### config.mk
export PLATFORM = sky130hd
export DESIGN_NAME = alu_op_sequencer
export DESIGN_NICKNAME = d
export VERILOG_FILES = /design/src/rtl/alu_op_sequencer.sv
export SDC_FILE = /design/constraint.sdc
export NUM_CORES = 1
export LEC_CHECK = 0
export ABC_AREA = 1
export BUFFER_PORTS_ARGS = -buffer_cell sky130_fd_sc_hd__buf_4
export CAP_MARGIN = 20
export CORE_MARGIN = 5
export CORE_UTILIZATION = 45
export DETAILED_ROUTE_END_ITERATION = 16
export GPL_TIMING_DRIVEN = 1
export MAX_ROUTING_LAYER = met4
export PLACE_DENSITY = 0.69
export SETUP_SLACK_MARGIN = 0.15
export SKIP_LAST_GASP = 1
export SYNTH_ARGS = -nofsm -noshare
export SYNTH_HDL_FRONTEND = slang
export SYNTH_SLANG_ARGS = --single-unit
### constraint.sdc
create_clock -name clk -period 1.9 [get_ports clk]
set_input_delay 0.285 -clock clk [delete_from_list [all_inputs] [get_ports clk]]
set_output_delay 0.285 -clock clk [all_outputs]
set_load 0.03 [all_outputs]
### src/rtl/alu_op_sequencer.sv
// Command-side sequencer for the 8-bit combinational ALU: accepts instructions, reads
// operands from a small register file, drives the ALU and returns responses.
// Optional perf counters are enabled with `define ALU_SEQ_PERF_EN.
module alu_op_sequencer #(
    parameter int unsigned DATA_W = 8,
    parameter int unsigned REG_AW = 2
) (
    input  logic                            clk,
    input  logic                            rst_n,
    input  logic                            instr_valid,
    output logic                            instr_ready,
    input  logic [4+3*REG_AW+DATA_W-1:0]    instr_data,
    output logic [DATA_W-1:0]               alu_a,
    output logic [DATA_W-1:0]               alu_b,
    output logic [2:0]                      alu_op,
    input  logic [DATA_W-1:0]               alu_result,
    input  logic                            alu_zero,
    output logic                            resp_valid,
    input  logic                            resp_ready,
    output logic [DATA_W-1:0]               resp_data,
    output logic                            resp_zero,
    output logic [REG_AW-1:0]               resp_rd
`ifdef ALU_SEQ_PERF_EN
    ,
    output logic [15:0]                     perf_ops,
    output logic [15:0]                     perf_zero
`endif
);

    localparam int unsigned INSTR_W = 4 + 3*REG_AW + DATA_W;
    localparam int unsigned NREGS   = 2**REG_AW;
    localparam int unsigned RB_LSB  = DATA_W;
    localparam int unsigned RA_LSB  = DATA_W + REG_AW;
    localparam int unsigned RD_LSB  = DATA_W + 2*REG_AW;
    localparam int unsigned OP_LSB  = DATA_W + 3*REG_AW;

    typedef enum logic [1:0] {
        IDLE    = 2'd0,
        ISSUE   = 2'd1,
        CAPTURE = 2'd2,
        RESP    = 2'd3
    } state_e;

    state_e              state_q, state_d;
    logic [DATA_W-1:0]   regs_q [NREGS];
    logic [DATA_W-1:0]   regs_d [NREGS];
    logic [DATA_W-1:0]   alu_a_q, alu_a_d;
    logic [DATA_W-1:0]   alu_b_q, alu_b_d;
    logic [2:0]          alu_op_q, alu_op_d;
    logic [REG_AW-1:0]   rd_q, rd_d;
    logic [DATA_W-1:0]   resp_data_q, resp_data_d;
    logic                resp_zero_q, resp_zero_d;
    logic [REG_AW-1:0]   resp_rd_q, resp_rd_d;

    // Instruction field decode
    logic                f_is_load;
    logic [2:0]          f_op;
    logic [REG_AW-1:0]   f_rd, f_ra, f_rb;
    logic [DATA_W-1:0]   f_imm;

    assign f_is_load = instr_data[INSTR_W-1];
    assign f_op      = instr_data[OP_LSB +: 3];
    assign f_rd      = instr_data[RD_LSB +: REG_AW];
    assign f_ra      = instr_data[RA_LSB +: REG_AW];
    assign f_rb      = instr_data[RB_LSB +: REG_AW];
    assign f_imm     = instr_data[DATA_W-1:0];

    assign instr_ready = (state_q == IDLE);
    assign resp_valid  = (state_q == RESP);
    assign alu_a       = alu_a_q;
    assign alu_b       = alu_b_q;
    assign alu_op      = alu_op_q;
    assign resp_data   = resp_data_q;
    assign resp_zero   = resp_zero_q;
    assign resp_rd     = resp_rd_q;

`ifdef ALU_SEQ_PERF_EN
    logic [15:0] perf_ops_q, perf_ops_d;
    logic [15:0] perf_zero_q, perf_zero_d;

    assign perf_ops  = perf_ops_q;
    assign perf_zero = perf_zero_q;
`endif

    always_comb begin
        state_d     = state_q;
        regs_d      = regs_q;
        alu_a_d     = alu_a_q;
        alu_b_d     = alu_b_q;
        alu_op_d    = alu_op_q;
        rd_d        = rd_q;
        resp_data_d = resp_data_q;
        resp_zero_d = resp_zero_q;
        resp_rd_d   = resp_rd_q;
`ifdef ALU_SEQ_PERF_EN
        perf_ops_d  = perf_ops_q;
        perf_zero_d = perf_zero_q;
`endif

        unique case (state_q)
            IDLE: begin
                if (instr_valid) begin
                    if (f_is_load) begin
                        regs_d[f_rd] = f_imm;
                        resp_data_d  = f_imm;
                        resp_zero_d  = (f_imm == '0);
                        resp_rd_d    = f_rd;
                        state_d      = RESP;
                    end else begin
                        // Operands sampled now, so rd aliasing ra/rb sees the old value
                        alu_a_d  = regs_q[f_ra];
                        alu_b_d  = regs_q[f_rb];
                        alu_op_d = f_op;
                        rd_d     = f_rd;
                        state_d  = ISSUE;
                    end
                end
            end
            ISSUE: begin
                state_d = CAPTURE;
            end
            CAPTURE: begin
                regs_d[rd_q] = alu_result;
                resp_data_d  = alu_result;
                resp_zero_d  = alu_zero;
                resp_rd_d    = rd_q;
                state_d      = RESP;
            end
            RESP: begin
                if (resp_ready) begin
                    state_d = IDLE;
`ifdef ALU_SEQ_PERF_EN
                    if (perf_ops_q != 16'hFFFF) begin
                        perf_ops_d = perf_ops_q + 16'd1;
                    end
                    if (resp_zero_q && (perf_zero_q != 16'hFFFF)) begin
                        perf_zero_d = perf_zero_q + 16'd1;
                    end
`endif
                end
            end
            default: begin
                state_d = IDLE;
            end
        endcase
    end

    always_ff @(posedge clk or negedge rst_n) begin
        if (!rst_n) begin
            state_q     <= IDLE;
            for (int i = 0; i < int'(NREGS); i++) begin
                regs_q[i] <= '0;
            end
            alu_a_q     <= '0;
            alu_b_q     <= '0;
            alu_op_q    <= 3'b000;
            rd_q        <= '0;
            resp_data_q <= '0;
            resp_zero_q <= 1'b0;
            resp_rd_q   <= '0;
        end else begin
            state_q     <= state_d;
            regs_q      <= regs_d;
            alu_a_q     <= alu_a_d;
            alu_b_q     <= alu_b_d;
            alu_op_q    <= alu_op_d;
            rd_q        <= rd_d;
            resp_data_q <= resp_data_d;
            resp_zero_q <= resp_zero_d;
            resp_rd_q   <= resp_rd_d;
        end
    end

`ifdef ALU_SEQ_PERF_EN
    // Saturating response counters
    always_ff @(posedge clk or negedge rst_n) begin
        if (!rst_n) begin
            perf_ops_q  <= 16'd0;
            perf_zero_q <= 16'd0;
        end else begin
            perf_ops_q  <= perf_ops_d;
            perf_zero_q <= perf_zero_d;
        end
    end
`endif

endmodule
Word level (Yosys, flattened, before mapping)
Cells that the tools add are included.
{"block": "totals", "regBits": 66, "out_inout_bits": 32, "word_cells": 65, "input_bits": 31}
{"block": "op_classes", "n_eq_ne": 6, "n_mux": 28, "n_reduce_logical": 8, "n_bitwise": 5, "magnitude_cmp": 6}
{"op": "bitwise mux 32 bit", "n": 2}
{"op": "two-way mux 32 bit", "n": 2}
{"op": "two-way mux 8 bit", "n": 8}
{"op": "case mux 32 bit (2 select lines)", "n": 1}
{"op": "binary-select mux 8 bit (select 2 bit)", "n": 2}
{"op": "demux 8 bit (select 2 bit)", "n": 2}
{"op": "case mux 8 bit (2 select lines)", "n": 1}
{"op": "greater-or-equal comparator 3 bit, second input constant", "n": 4}
{"op": "inverter 2 -> 3 bit", "n": 4}
{"op": "two-way mux 2 bit", "n": 5}
{"op": "zero test 8 bit", "n": 1}
{"op": "case mux 2 bit (4 select lines)", "n": 1}
{"op": "< comparator 3 x 1 -> 1 bit, second input constant", "n": 2}
{"op": "AND reduction 3 bit", "n": 2}
{"op": "== test 2 bit, second input constant", "n": 2}
{"op": "!= test 2 x 1 -> 1 bit, second input constant", "n": 2}
{"op": "case mux 2 bit (2 select lines)", "n": 1}
{"op": "== test 2 x 1 -> 1 bit, second input constant", "n": 1}
{"op": "logical AND 1 bit", "n": 2}
{"op": "zero test 2 bit", "n": 1}
{"op": "two-way mux 1 bit", "n": 2}
{"op": "!= test 2 bit, second input constant", "n": 1}
{"op": "case mux 1 bit (2 select lines)", "n": 1}
{"op": "AND reduction 2 bit", "n": 1}
{"op": "2 further kinds", "n": 2}

Depth between registers and ports, before layout
Gate-level depths: netlist of the first run.
{"block": "logic_depth", "ltp_word": 9, "ltp_mapped": 9, "depth_no_buf": 8}

Worst setup path before layout of the first run
OpenSTA, ideal clock, no wires.
{"block": "synth_timing", "kind": "register to register", "startpoint": "reg state_q[0]", "endpoint": "reg resp_data_q[2], in the netlist resp_data[2]", "synth_period_minus_slack_ns": 1.739, "path_stages_with_launch": 10, "path_buffers": 2, "required_time_ns": 1.773, "setup_ns": 0.127, "arrival_ns": 1.613, "setup_slack_ns": 0.161, "path_cell_list": "dfrtp_1 -> inv_1 -> ha_1 -> nor2_1 -> inv_1 -> nand2_1 -> buf_4 -> buf_6 -> nand2_1 -> o21ai_0"}
{"block": "synth_between", "elab_chain_cells": 3, "elab_cells_between_ends": 7, "cone_classes": "eq/ne: 3; mux: 1; reduce/logical: 3"}
{"item": "from (decl)", "line_no": "44", "rtl": "state_e state_q, state_d;"}
{"item": "from (signal assigned)", "line_no": "162", "rtl": "state_q <= state_d;"}
{"item": "zero test 2 bit (*)"}
{"item": "net instr_ready", "line_no": "11", "rtl": "output logic instr_ready,"}
{"item": "!= test 2 x 1 -> 1 bit (no line) (tied with other cells)"}
{"item": "AND reduction 3 bit (no line)"}
{"item": "to (signal assigned)", "line_no": "168", "rtl": "resp_data_q <= resp_data_d;"}
{"item": "to (decl)", "line_no": "51", "rtl": "logic [DATA_W-1:0] resp_data_q, resp_data_d;"}
Mark *: on every way through the listed nets, which the timed path passes. The rest lies on a longest branch.
A chain may end at the register's enable or synchronous reset.

Final worst setup path of the first run
{"block": "layout_timing", "startpoint": "reg state_q[0]", "endpoint": "reg regs_q[22] (netlist bit)"}
{"block": "layout_between", "elab_chain_cells": 3, "elab_cells_between_ends": 7, "cone_classes": "eq/ne: 3; mux: 1; reduce/logical: 3"}
{"item": "zero test 2 bit or == test 2 bit (tied branches)", "line_no": "100", "rtl": "unique case (state_q)"}
{"item": "!= test 2 x 1 -> 1 bit (no line) (tied with other cells)"}
{"item": "AND reduction 3 bit (no line)"}
{"item": "to (signal assigned)", "line_no": "163", "rtl": "regs_q <= regs_d;"}
{"item": "to (decl)", "line_no": "45", "rtl": "logic [DATA_W-1:0] regs_q [NREGS];"}
Several ways; a longest one is shown, not always the timed one.

==> key figures, run 1 <==
Logic synthesis
  • Post-Syn Nets: 606
  • Register area share after synthesis: 0.431
  • Yosys warns: 0
  • Mapped Area: 3830 um^2
  • Seq cells post-synth: 66
  • Post-synth cell types: 23
  • Avg Inst Size Synth: 6.70 um^2
  • Synthesized instance count: 572

Place
  • PortBufs: 62
  • GPL Wtd Cong: 0.941
  • Post-Place Worst Slack: 0.174 ns
  • Dpl hpwl: 8720 um

Die
  • Die area: 10,500 um^2
  • Core area: 8260 um^2
  • Die height: 102 um
  • Die W: 102 um
  • Initial Utilization: 0.464
  • Std-Cell Rows: 33
  • I/O pin total: 63

Status
  • Status: completed

Worst setup path
  • CP max stage cell: dfrtp_1
  • Critical path required time: 2.14 ns
  • Startpoint types: flop
  • Worst EP arrival: 1.88 ns
  • Worst R2R Start: state_q[0]$_DFFE_PN0P_
  • Crit end category: flop
  • Crit path kind: flop to flop
  • Crit-path cells: inv_2, ha_4, buf_12, inv_2, nand3_1, o21ai_4, buf_4, nand3_1, nand2_1
  • Max incr delay on CP: 0.41 ns
  • CP Launch Point: state_q[0]$_DFFE_PN0P_
  • CP max FO: 16

Cells and area
  • Final Core Density: 0.572
  • N_diodes: 0
  • Layout Nets: 671
  • Fillers: 846
  • Layout cells sized above 1: 0.171
  • Synthesis-to-layout area growth: 23.2%

Clock network
  • CTS buffer count: 9
  • Buffer depth of the longest clock path: 2
  • Root Buffer: clkbuf_8
  • Clk slew on worst S/H paths: 0.08 ns
  • Sink Count: 66
  • Max H-tree Level: 3
  • CTS tree: built
  • Worst-Skew Late Latency: 0.36 ns
  • Post-CTS Setup Bufs: 0

Power
  • Leakage: 2.59 nW
  • Power Density: 1600 nW/um^2
  • Total power: 7.56 mW
  • Maximum vdd drop: 1.12 mV

Detailed routing
  • DR vias/cell: 5.09
  • Drt drc: 0
  • ANT nets after route: 0
  • Total number of vias: 3,800
  • WL per Instance: 15.6 um
  • Initial drt markers: 204
  • Detailed-route wire length: 11,600 um
  • DRT Pass-1 Iters: 5

GRT
  • Grt ovf: 0
  • First-pass GRT wire length: 18,600 um
  • Largest net degree at the start of global routing: 39
  • Initial antenna violation count: 0
  • GRT Total Usage: 0.238
  • Vias in the first global route: 3,626

Hold path
  • Worst hold path type: input port to flop
  • Hold wc startpoint: instr_data[15]

Timing
  • Fin. max-slew vios: 0
  • RSZ-0062 raised after global routing: true
  • Setup Skew: 0.0133 ns
  • Final min period: 1.64 ns
  • FMAX: 611 MHz
  • Setup violators final: 0
  • Final WS setup: 0.264 ns
  • Final hold violations: 0
  • Fin Hold WS: 0.139 ns
  • Tcrit/Tclk final: 0.861
  • Worst-margin pin slew: 0.508 ns
  • Total Neg Setup Slack: 0 ns
  • Rel. slew slack: 0.661

Flow run
  • Max-Cap Viols: 0
-- layout by cell type, fill, tap and decap left out, types with 3 or more instances in the layout --
cell	instances
a21oi_1	9
buf_12	3
buf_4	68
clkbuf_8	11
clkinv_2	3
dfrtp_1	66
inv_1	52
inv_2	4
nand2_1	278
nand3_1	60
nor2_1	17
nor2_2	5
o21ai_0	42
o21ai_1	4
-- cells in the mapped netlist --
cell | number | share of area
nand2_1 | 278 | 0.27
dfrtp_1 | 66 | 0.43
nand3_1 | 60 | 0.078
inv_1 | 53 | 0.052
o21ai_0 | 42 | 0.055
nor2_1 | 21 | 0.021
a21oi_1 | 9 | 0.012
buf_2 | 7 | 0.0091
clkbuf_1 | 6 | 0.0059
buf_4 | 4 | 0.0078
o21ai_1 | 4 | 0.0052
ha_1 | 3 | 0.0098
inv_2 | 3 | 0.0029
nand2_2 | 3 | 0.0049
o21ai_2 | 3 | 0.0069
buf_6 | 2 | 0.0059
nor2_2 | 2 | 0.0033
a21boi_0 | 1 | 0.0020
a21oi_2 | 1 | 0.0023
nor2_4 | 1 | 0.0029
nor3_4 | 1 | 0.0042
o21ai_4 | 1 | 0.0042
o22ai_1 | 1 | 0.0016
-- area by class of cell --
cell class                 count  area (um^2)  area share
clock buffer                  11          151      0.0321
clock inverter                 5         52.6      0.0111
inverter                      56          210      0.0445
multi-input combinational    431         1920       0.406
sequential                    66         1650       0.350
tap                          105          131      0.0278
timing repair buffer          73          606       0.128
-- cells by family (layout without fill, tap and decap cells) --
| group | Yosys count | in the layout | synth area share |
|---|---|---|---|
| and+or+nand+nor | 366 | 366 | 0.387 |
| buffers and inverters | 75 | 145 | 0.0836 |
| DFF | 66 | 66 | 0.431 |
| AOI/OAI and AO/OA | 62 | 62 | 0.0888 |
| adders and majority gates | 3 | 3 | 0.00980 |
-- critical path: cells and delay by family (launching register included) --
family	cells	cell delay (ns)
flip-flops	1	0.41
buffers and inverters	4	0.53
AO/OA/AOI/OAI	1	0.10
adder cells (fa/ha/maj)	1	0.20
AND/OR/NAND/NOR	3	0.28
-- layer usage --
metal | global-route usage | wire [um]
met5 | - | 0
met4 | 0.0706 | 242
met3 | 0.0437 | 657
met2 | 0.373 | 5450
met1 | 0.316 | 5280
-- power breakdown --
part | leakage [nW] | total [mW] | internal (mW) | switching, mW
sequential | 0.862 | 2.38 | 2.00 | 0.380
combinational | 1.62 | 3.94 | 1.35 | 2.59
clock | 0.105 | 1.25 | 0.671 | 0.575
total | 2.59 | 7.56 | 4.02 | 3.54
-- path summary, 6_finish.rpt --
check	cells past startpoint	slack [ns]	endpoint
worst min register to register	2	0.48	alu_a[2]$_DFFE_PN0P_
min in group asynchronous	2	0.44	alu_a[3]$_DFFE_PN0P_
worst min-delay path	3	0.14	alu_op[1]$_DFFE_PN0P_
max in group asynchronous	3	0.94	regs_q[27]$_DFFE_PN0P_
worst max-delay path	9	0.26	regs_q[22]$_DFFE_PN0P_
worst max register to register	9	0.26	regs_q[22]$_DFFE_PN0P_
-- through the flow --
stage / instance area [um^2] / instances
detailed placement: 4420 / 729
finish: 4720 / 747
CTS: 4640 / 746
global placement: 4420 / 729
floorplan: 3830 / 572
global route: 4720 / 747
-- state kept, by name, indices dropped and copies added (netlist names) --
register   count
alu_a          8
resp_zero      1
rd_q           2
regs_q        32
alu_b          8
resp_rd        2
alu_op         3
resp_data      8
state_q        2
-- repair_timing --
action,CTS,global route
gates resized for setup,0,13
endpoints found under the setup margin,0,51
hold buffers,1,0
hold endpoints to repair,37,0
Power figures use the tool's default switching activity.
==> inputs of run 2 (changes only) <==
--- a/config.mk
+++ b/config.mk
@@ -14,6 +14,7 @@
 export GPL_TIMING_DRIVEN = 1
 export MAX_ROUTING_LAYER = met4
 export PLACE_DENSITY = 0.69
+export REMOVE_ABC_BUFFERS = 1
 export SETUP_SLACK_MARGIN = 0.15
 export SKIP_LAST_GASP = 1
 export SYNTH_ARGS = -nofsm -noshare
==> key figures, run 2 (same netlist as run 1, synthesis figures left out) <==
Worst setup path
  • Startpoint types: flop
  • R2r setup slk: 0.28 ns (about the same)
  • CP Launch Point: state_q[1]$_DFFE_PN0P_
  • Max incr delay on CP: 0.44 ns (+0.03 ns)
  • Most frequent CP cell: nand2_1
  • Worst R2R Start: state_q[1]$_DFFE_PN0P_
  • Worst EP arrival: 1.86 ns (-0.02 ns)
  • CP max stage cell: dfrtp_1
  • Crit path kind: flop to flop
  • CP bufs+invs: 2 (-2)
  • CP max FO: 30 (+14)
  • Top delay family on crit path: flip-flops
  • Crit end category: flop
  • Critical path required time: 2.14 ns (about the same)
  • Crit-path cells: inv_1, ha_4, nor2_2, a21oi_2, buf_12, nand2_2, nand2_1, nand2_1

GRT
  • Largest net degree at the start of global routing: 35 (-10%)
  • GRT Total Usage: 0.231 (-0.00766)
  • Initial antenna violation count: 0 (unchanged)
  • M3 GR Usage: 0.0307 (-0.0130)
  • Most Crowded Layer GR: met2
  • GRT met1 Usage: 0.312 (-0.00385)
  • Vias in the first global route: 3,811 (+5.1%)
  • Grt ovf: 0 (unchanged)
  • Met2 usage: 0.348 (-0.0250)
  • First-pass GRT wire length: 18,500 um (-0.70%)

Clock network
  • Max H-tree Level: 3 (unchanged)
  • CTS tree: built
  • Worst-Skew Late Latency: 0.35 ns (about the same)
  • Sink Count: 66 (unchanged)
  • Post-CTS Setup Bufs: 0 (unchanged)
  • Clk slew on worst S/H paths: 0.08 ns (about the same)
  • CTS buffer count: 9 (unchanged)
  • Buffer depth of the longest clock path: 2 (unchanged)
  • Root Buffer: clkbuf_8

Cells and area
  • Final Core Density: 0.574 (+0.00288)
  • Fillers: 828 (-2.1%)
  • Synthesis-to-layout area growth: 23.8%
  • Most frequent cells in the layout: nand2_1 (278), buf_4 (70), dfrtp_1 (66)
  • Layout Nets: 674 (+0.45%)
  • Multi-input gate area: 1900 um^2 (-0.91%)
  • Layout cells sized above 1: 0.174 (+0.00230)
  • Commonest non-fill, non-tap cell in the layout: nand2_1
  • N_diodes: 0 (unchanged)
  • Max FFs per register: 32 (unchanged)
  • Largest Register: regs_q
  • Register area: 1650 um^2 (unchanged)

Timing
  • Final hold violations: 0 (unchanged)
  • Final WS setup: 0.277 ns (+0.0130 ns)
  • Tcrit/Tclk final: 0.854 (-0.00685)
  • Rel. slew slack: 0.602 (-0.0591)
  • Final min period: 1.62 ns (-0.0130 ns)
  • Fin. max-slew vios: 0 (unchanged)
  • Worst-margin pin slew: 0.595 ns (+0.0870 ns)
  • Setup violators final: 0 (unchanged)
  • Setup Skew: 0.00942 ns (-0.00388 ns)
  • FMAX: 616 MHz (+0.80%)
  • RSZ-0062 raised after global routing: false

Die
  • Std-Cell Rows: 33 (unchanged)
  • Die W: 102 um (unchanged)
  • Die height: 102 um (unchanged)
  • Die area: 10,500 um^2 (unchanged)
  • Initial Utilization: 0.464 (unchanged)
  • I/O pin total: 63 (unchanged)
  • Core area: 8260 um^2 (unchanged)

Power
  • Leakage: 2.60 nW (+0.38%)
  • Maximum vdd drop: 0.950 mV (-16%)
  • Power Density: 1610 nW/um^2 (+0.31%)

Hold path
  • Hold wc startpoint: instr_data[14]
  • Worst hold path type: input port to flop

Detailed routing
  • Drt drc: 0 (unchanged)
  • DR vias/cell: 5.21 (+2.4%)
  • DRT Pass-1 Iters: 5 (unchanged)
  • Detailed-route wire length: 11,100 um (-4.4%)
  • Total number of vias: 3,907 (+2.8%)
  • WL per Instance: 14.8 um (-4.8%)
  • ANT nets after route: 0 (unchanged)
  • Initial drt markers: 254 (+25%)

Place
  • GPL Wtd Cong: 0.909 (-3.3%)
  • Dpl hpwl: 8080 um (-7.3%)
  • Post-Place Worst Slack: 0.164 ns (-0.00967 ns)
  • PortBufs: 62 (unchanged)

Flow run
  • Max-Cap Viols: 0 (unchanged)

Status
  • Status: completed
==> run 2: layout make-up <==
class,instances,share of cell area
Clock buffer,11,0.0298
Multi-Input combinational cell,431,0.400
Tap cell,105,0.0277
Sequential cell,66,0.348
Inverter,56,0.0443
Clock inverter,5,0.0164
Timing Repair Buffer,76,0.133
==> run 2: final timing paths <==
kind                                                to  cells past startpoint
worst max-delay path            regs_q[22]$_DFFE_PN0P_                      8
worst min-delay path             alu_op[0]$_DFFE_PN0P_                      3
worst max register to register  regs_q[22]$_DFFE_PN0P_                      8
worst min register to register   alu_op[0]$_DFFE_PN0P_                      2
max in group asynchronous       regs_q[12]$_DFFE_PN0P_                      3
min in group asynchronous         alu_a[0]$_DFFE_PN0P_                      2
==> run 2: power breakdown <==
part           internal [mW]  switching [mW]  leakage [nW]
Combinational           1.37            2.57          1.63
Sequential              2.00           0.356         0.862
Clock                  0.771           0.556         0.109
==> run 2: through the flow <==
stage	cells	cell area, um^2	power (mW)	hold slack [ns]	TNS, ns
final	750	4740	7.62	0.132	0
after CTS	749	4680	7.50	0.121	0
after global placement	732	4450	6.06	0.271	0
after floorplan	553	3720	4.69	-0.0106	-22.83
after global routing	750	4740	8.19	0.149	0
after detailed placement	732	4450	6.12	0.273	0
==> run 2: per-layer routing <==
metal	routed length, um	vias up
li1	-	1918
met1	5150	1787
met2	4950	177
met3	787	25
met4	226	0
met5	0	-
==> run 2: what timing repair did <==
item                                    in CTS  in global routing
endpoints found under the setup margin       4                 35
gates resized for setup                      1                 10
pin swaps                                    0                  1
hold buffers                                 1                  0
hold endpoints to repair                    32                  0
cloned                                       0                  1
==> run 2: worst min-delay path, stage by stage <==
cell	delay (ns)
buf_4	0.08
nand2_1	0.04
nand2_1	0.05
